$ cat src/rtl/fetch_sequencer.sv
// fetch_sequencer: control sequencer for the fetch-stage PC register.
// Runs the instruction-memory req/ack handshake, arbitrates redirects
// (execute mispredict > interrupt > decode jump), drains any in-flight
// fetch, then holds a fixed flush bubble while the PC is reloaded.
module fetch_sequencer #(
   parameter int unsigned FLUSH_CYCLES = 2,
   parameter int unsigned ADDR_W       = 32
) (
   input  logic              Clk,
   input  logic              Rst,
   input  logic              HazardStall,
   output logic              IMemReq,
   input  logic              IMemAck,
   input  logic              ExRedirect,
   input  logic [ADDR_W-1:0] ExTarget,
   input  logic              IrqReq,
   input  logic [ADDR_W-1:0] IrqVector,
   output logic              IrqAck,
   input  logic              IdRedirect,
   input  logic [ADDR_W-1:0] IdTarget,
   output logic              FlushPipeandPC,
   output logic [ADDR_W-1:0] JmpAddr,
   output logic              PCStall,
   output logic              FetchValid
);

   typedef enum logic [1:0] {
      IDLE,
      FETCH,
      DRAIN,
      FLUSH
   } state_t;

   localparam logic [3:0] FLUSH_LOAD = 4'(FLUSH_CYCLES - 1);

   state_t            state, state_nxt;
   logic              outstanding, outstanding_nxt;
   logic [ADDR_W-1:0] pend_target, pend_nxt;
   logic [ADDR_W-1:0] jmp_hold, jmp_hold_nxt;
   logic [3:0]        flush_cnt, flush_cnt_nxt;
   logic              flush_first, flush_first_nxt;

   logic              req_c;
   logic              ack_v;
   logic              stall_c;
   logic              valid_c;
   logic              flush_c;
   logic              irq_ack_c;
   logic [ADDR_W-1:0] jmp_c;
   logic              redirect;
   logic [ADDR_W-1:0] tgt;

   // State and bookkeeping registers; reset wins over everything.
   always_ff @(posedge Clk) begin
      if (Rst) begin
         state       <= IDLE;
         outstanding <= 1'b0;
         pend_target <= '0;
         jmp_hold    <= '0;
         flush_cnt   <= '0;
         flush_first <= 1'b0;
      end else begin
         state       <= state_nxt;
         outstanding <= outstanding_nxt;
         pend_target <= pend_nxt;
         jmp_hold    <= jmp_hold_nxt;
         flush_cnt   <= flush_cnt_nxt;
         flush_first <= flush_first_nxt;
      end
   end

   // Next-state, redirect arbitration and output decode.
   always_comb begin
      state_nxt       = state;
      outstanding_nxt = outstanding;
      pend_nxt        = pend_target;
      jmp_hold_nxt    = jmp_hold;
      flush_cnt_nxt   = flush_cnt;
      flush_first_nxt = 1'b0;
      req_c           = 1'b0;
      ack_v           = 1'b0;
      stall_c         = 1'b1;
      valid_c         = 1'b0;
      flush_c         = 1'b0;
      irq_ack_c       = 1'b0;
      jmp_c           = jmp_hold;
      redirect        = 1'b0;
      tgt             = '0;

      case (state)
         IDLE: begin
            state_nxt = FETCH;
         end

         FETCH: begin
            redirect = ExRedirect | IrqReq | IdRedirect;
            if (redirect) begin
               // No new issue; only an already-outstanding fetch keeps req up.
               req_c = outstanding;
               ack_v = IMemAck & req_c;
               if (ExRedirect) begin
                  tgt = ExTarget;
               end else if (IrqReq) begin
                  tgt       = IrqVector;
                  irq_ack_c = 1'b1;
               end else begin
                  tgt = IdTarget;
               end
               pend_nxt = tgt;
               if (!outstanding || ack_v) begin
                  state_nxt       = FLUSH;
                  flush_cnt_nxt   = FLUSH_LOAD;
                  flush_first_nxt = 1'b1;
               end else begin
                  state_nxt = DRAIN;
               end
            end else begin
               req_c   = outstanding | ~HazardStall;
               ack_v   = IMemAck & req_c;
               valid_c = ack_v;
               stall_c = ~ack_v;
            end
         end

         DRAIN: begin
            req_c = 1'b1;
            ack_v = IMemAck;
            if (ExRedirect) begin
               pend_nxt = ExTarget;
            end
            if (ack_v) begin
               state_nxt       = FLUSH;
               flush_cnt_nxt   = FLUSH_LOAD;
               flush_first_nxt = 1'b1;
            end
         end

         FLUSH: begin
            if (flush_first) begin
               flush_c      = 1'b1;
               jmp_c        = pend_target;
               stall_c      = 1'b0;
               jmp_hold_nxt = pend_target;
            end
            if (ExRedirect) begin
               pend_nxt        = ExTarget;
               flush_cnt_nxt   = FLUSH_LOAD;
               flush_first_nxt = 1'b1;
            end else if (flush_cnt == 4'd0) begin
               state_nxt = FETCH;
            end else begin
               flush_cnt_nxt = flush_cnt - 4'd1;
            end
         end

         default: begin
            state_nxt = IDLE;
         end
      endcase

      if (ack_v) begin
         outstanding_nxt = 1'b0;
      end else if (req_c) begin
         outstanding_nxt = 1'b1;
      end

      // Outputs read as their reset values for the whole cycle Rst is high,
      // so a flush pulse cannot escape while the block is being reset.
      if (Rst) begin
         req_c     = 1'b0;
         stall_c   = 1'b1;
         valid_c   = 1'b0;
         flush_c   = 1'b0;
         irq_ack_c = 1'b0;
         jmp_c     = '0;
      end
   end

   assign IMemReq        = req_c;
   assign PCStall        = stall_c;
   assign FetchValid     = valid_c;
   assign FlushPipeandPC = flush_c;
   assign IrqAck         = irq_ack_c;
   assign JmpAddr        = jmp_c;

endmodule
$ cat config.mk
export PLATFORM = sky130hd
export DESIGN_NAME = fetch_sequencer
export DESIGN_NICKNAME = d
export VERILOG_FILES = /design/src/rtl/fetch_sequencer.sv
export SDC_FILE = /design/constraint.sdc
export NUM_CORES = 1
export LEC_CHECK = 0
export CAP_MARGIN = 25
export CORE_UTILIZATION = 40
export CTS_BUF_LIST = sky130_fd_sc_hd__clkbuf_4
export DETAILED_ROUTE_END_ITERATION = 8
export HOLD_SLACK_MARGIN = 0.03
export PLACE_DENSITY_LB_ADDON = 0.12
export SYNTH_ARGS = -nofsm -noshare
export SYNTH_HDL_FRONTEND = slang
export SYNTH_SLANG_ARGS = --single-unit
$ cat constraint.sdc
create_clock -name Clk -period 3.99 [get_ports Clk]
set_clock_uncertainty 0.2 [all_clocks]
set_input_delay 0.798 -clock Clk [delete_from_list [all_inputs] [get_ports Clk]]
set_output_delay 0.798 -clock Clk [all_outputs]
set_load 0.01 [all_outputs]
==> results.cfg <==
[layout]
nets = 672
drive_gt1_share_pct = 6.34
layout_common_cells = clkdlybuf4s50_1 (137), nand2_1 (132), dfxtp_1 (72)
fill_cells = 761
layout_commonest_cell = clkdlybuf4s50_1
area_growth_pct = 46.2
diodes = 0
fin_area_um2 = 5130

[synthesis]
synth.area.mux_share_pct = 10.0
yosys.cell_types.count = 35
synthAdderAreaFrac_pct = 2.14
syn_area_per_cell_um2 = 8.03
synth_top_area_share_pct = 41.1
synth_top_area_cell = dfxtp_1
synthFlopType = dfxtp_1
yosysWarnings = 0
synthTopCellsByArea = dfxtp_1 (41%), nand2_1 (14%), a21oi_1 (9.7%), mux2i_1 (9.7%), o211ai_1 (7.1%)
synth_area_um2 = 3510
async_flop_share_pct = 0
synth_edf_count = 0
synth-seq-cells = 72
ys_seq_area_share_pct = 41.1
synth_top_family_by_area = compound AO/OA/AOI/OAI gates
synth_compound_area_share_pct = 20.9
syn-instance-count = 437
syn_nets = 546
synth_simple_gate_area_share_pct = 20.3
synth_xor_area_share_pct = 0

[global_route]
track_usage_pct = 21.1
grt_max_degree = 53
gr-total-overflow = 0
grt_pass1_vias = 3253
grt_pass1_wl_um = 15000
antenna_found_initial = 0

[sta]
tightest_slew_ns = 0.619
fin_tns_setup_ns = 0
drv_slew = 0
slew_headroom_pct = 58.5
period_needed_ns = 3.74
finalSetupViolations = 0
grt_setup_unrepaired = false
hold_violations = 0
min_period_over_period_pct = 93.9
max_freq_mhz = 267

[min_path]
holdCritPathClass = reg -> reg

[run_status]
run_status = finished clean

[power_and_ir_drop]
ir_drop_v = 0.000433
p_leak_uw = 0.00190
pwr_density_cell_nw_per_um2 = 456

[die]
fp.dieW_um = 95.7
die_h_um = 95.7
die-area_um2 = 9150
io_pins = 140
initial_core_util_pct = 42.1
coreArea_um2 = 8340
fp-row-count = 33

[placed_design]
port_buffers = 139
place_congestion = 0.746
place_area_um2 = 4970
dp_hpwl_um = 6710

[setup_path]
path_class = reg -> out
end_kind = primary output
cp_data_required_time_ns = 2.99
startpoint_type = flip-flop
cp_slowest_cell = clkdlybuf4s50_1
crit_chain = ha_1 > and2_2 > buf_12 > nand2_1 > a21oi_1 > clkdlybuf4s50_1
rrSetupSlack_ns = 1.57
cpPeakStageDelay_ns = 0.57
cp_max_fo = 24
crit_arrival_ns = 2.75

[route]
num_vias = 3402
wire_per_inst_um = 13.5
via_per_inst = 5.05
ant_nets = 0
drt_iter0_markers = 122
routed_wirelength_um = 9110
drcViolationCount = 0
dr.pass1.iters = 4

[clock_tree]
cts_buffers = 9
cts_hold_buffers = 0
clkSlewWorstSetupHoldPaths_ns = 0.11
htree_levels = 3
post-cts-setup-buffers = 0
clock_path_buffers = 2
cts_resized = 0
tritoncts = yes
clk-insertion-delay-late_ns = 0.42
numClockSinks = 72
cts-root-buf = clkbuf_4

[job]
cap_violations = 0
## Yosys cell counts (2+ instances only)
cell / instances
a31oi_1: 2
buf_2: 7
dfxtp_1: 72
clkbuf_1: 23
o211ai_1: 33
ha_1: 6
a211oi_2: 2
mux2i_1: 34
nor2_1: 8
nand2_1: 132
nand2b_1: 4
buf_6: 4
nor3_1: 7
o21ai_0: 4
a21oi_1: 68
inv_1: 8
nor2b_1: 5
## sequential cells by signal, summed over array words and instances, names as in the netlist
register and flops:
jmp_hold 32, pend_target 32, flush_cnt 4, state 2, flush_first 1, outstanding 1
## critical path: cells and delay by family (launching register included)
family	cells	cell delay, ns
buf+inv	2	0.78
flops	1	0.51
simple gates	2	0.43
fa+ha+maj	1	0.41
compound gates	1	0.19
## logic make-up (layout without fill, tap and decap cells)
group | after synthesis | in the layout
muxes | 35 | 35
and+or+nand+nor | 166 | 166
buffers and inverters | 42 | 173
DFF | 72 | 72
adders and majority gates | 6 | 6
AOI/OAI and AO/OA | 116 | 116
## report_power, final
part | leakage, uW | internal [uW] | total [uW] | switching, uW
clock | 0.0000800 | 258 | 510 | 252
sequential | 0.000587 | 868 | 952 | 83.6
combinational | 0.00123 | 395 | 876 | 480
## final cells by class
cell class	count	area [um2]	area share [%]
multi-input combinational	323	1890	36.8
timing repair buffer	149	1480	28.9
sequential	72	1440	28.1
clock inverter	6	83.8	1.63
inverter	8	30.0	0.585
tap	105	131	2.56
clock buffer	10	75.1	1.46
## metrics by stage
stage / util, % / total power [uW] / hold WS, ns / setup slack, ns / instances
5_1_grt: 61.5 / 2520 / 0.283 / 0.0299 / 673
3_3_place_gp: 59.6 / 1830 / 0.242 / 0.388 / 657
6_report: 61.5 / 2340 / 0.262 / 0.245 / 673
2_1_floorplan: - / 1590 / 0.237 / 1.24 / 437
3_5_place_dp: 59.6 / 1850 / 0.247 / 0.389 / 657
4_1_cts: 61.5 / 2370 / 0.264 / 0.0698 / 673
## metal layers
layer | up-vias | GRT usage (%) | part of all wire [%]
li1 | 1750 | - | -
met2 | 95 | 37.4 | 51
met4 | 0 | 6.72 | 1.2
met1 | 1545 | 23.9 | 40
met3 | 12 | 6.94 | 7.4
met5 | - | 0 | 0
## final timing paths
path,startpoint,to,cells past startpoint
worst max-delay path,state[1]$_SDFFE_PP0P_,JmpAddr[18],6
worst min register to register,pend_target[16]$_SDFFE_PP0P_,pend_target[16]$_SDFFE_PP0P_,2
worst max register to register,state[1]$_SDFFE_PP0P_,pend_target[30]$_SDFFE_PP0P_,6
worst min-delay path,pend_target[16]$_SDFFE_PP0P_,pend_target[16]$_SDFFE_PP0P_,2
Note: power is estimated with default switching activity, not from simulation.
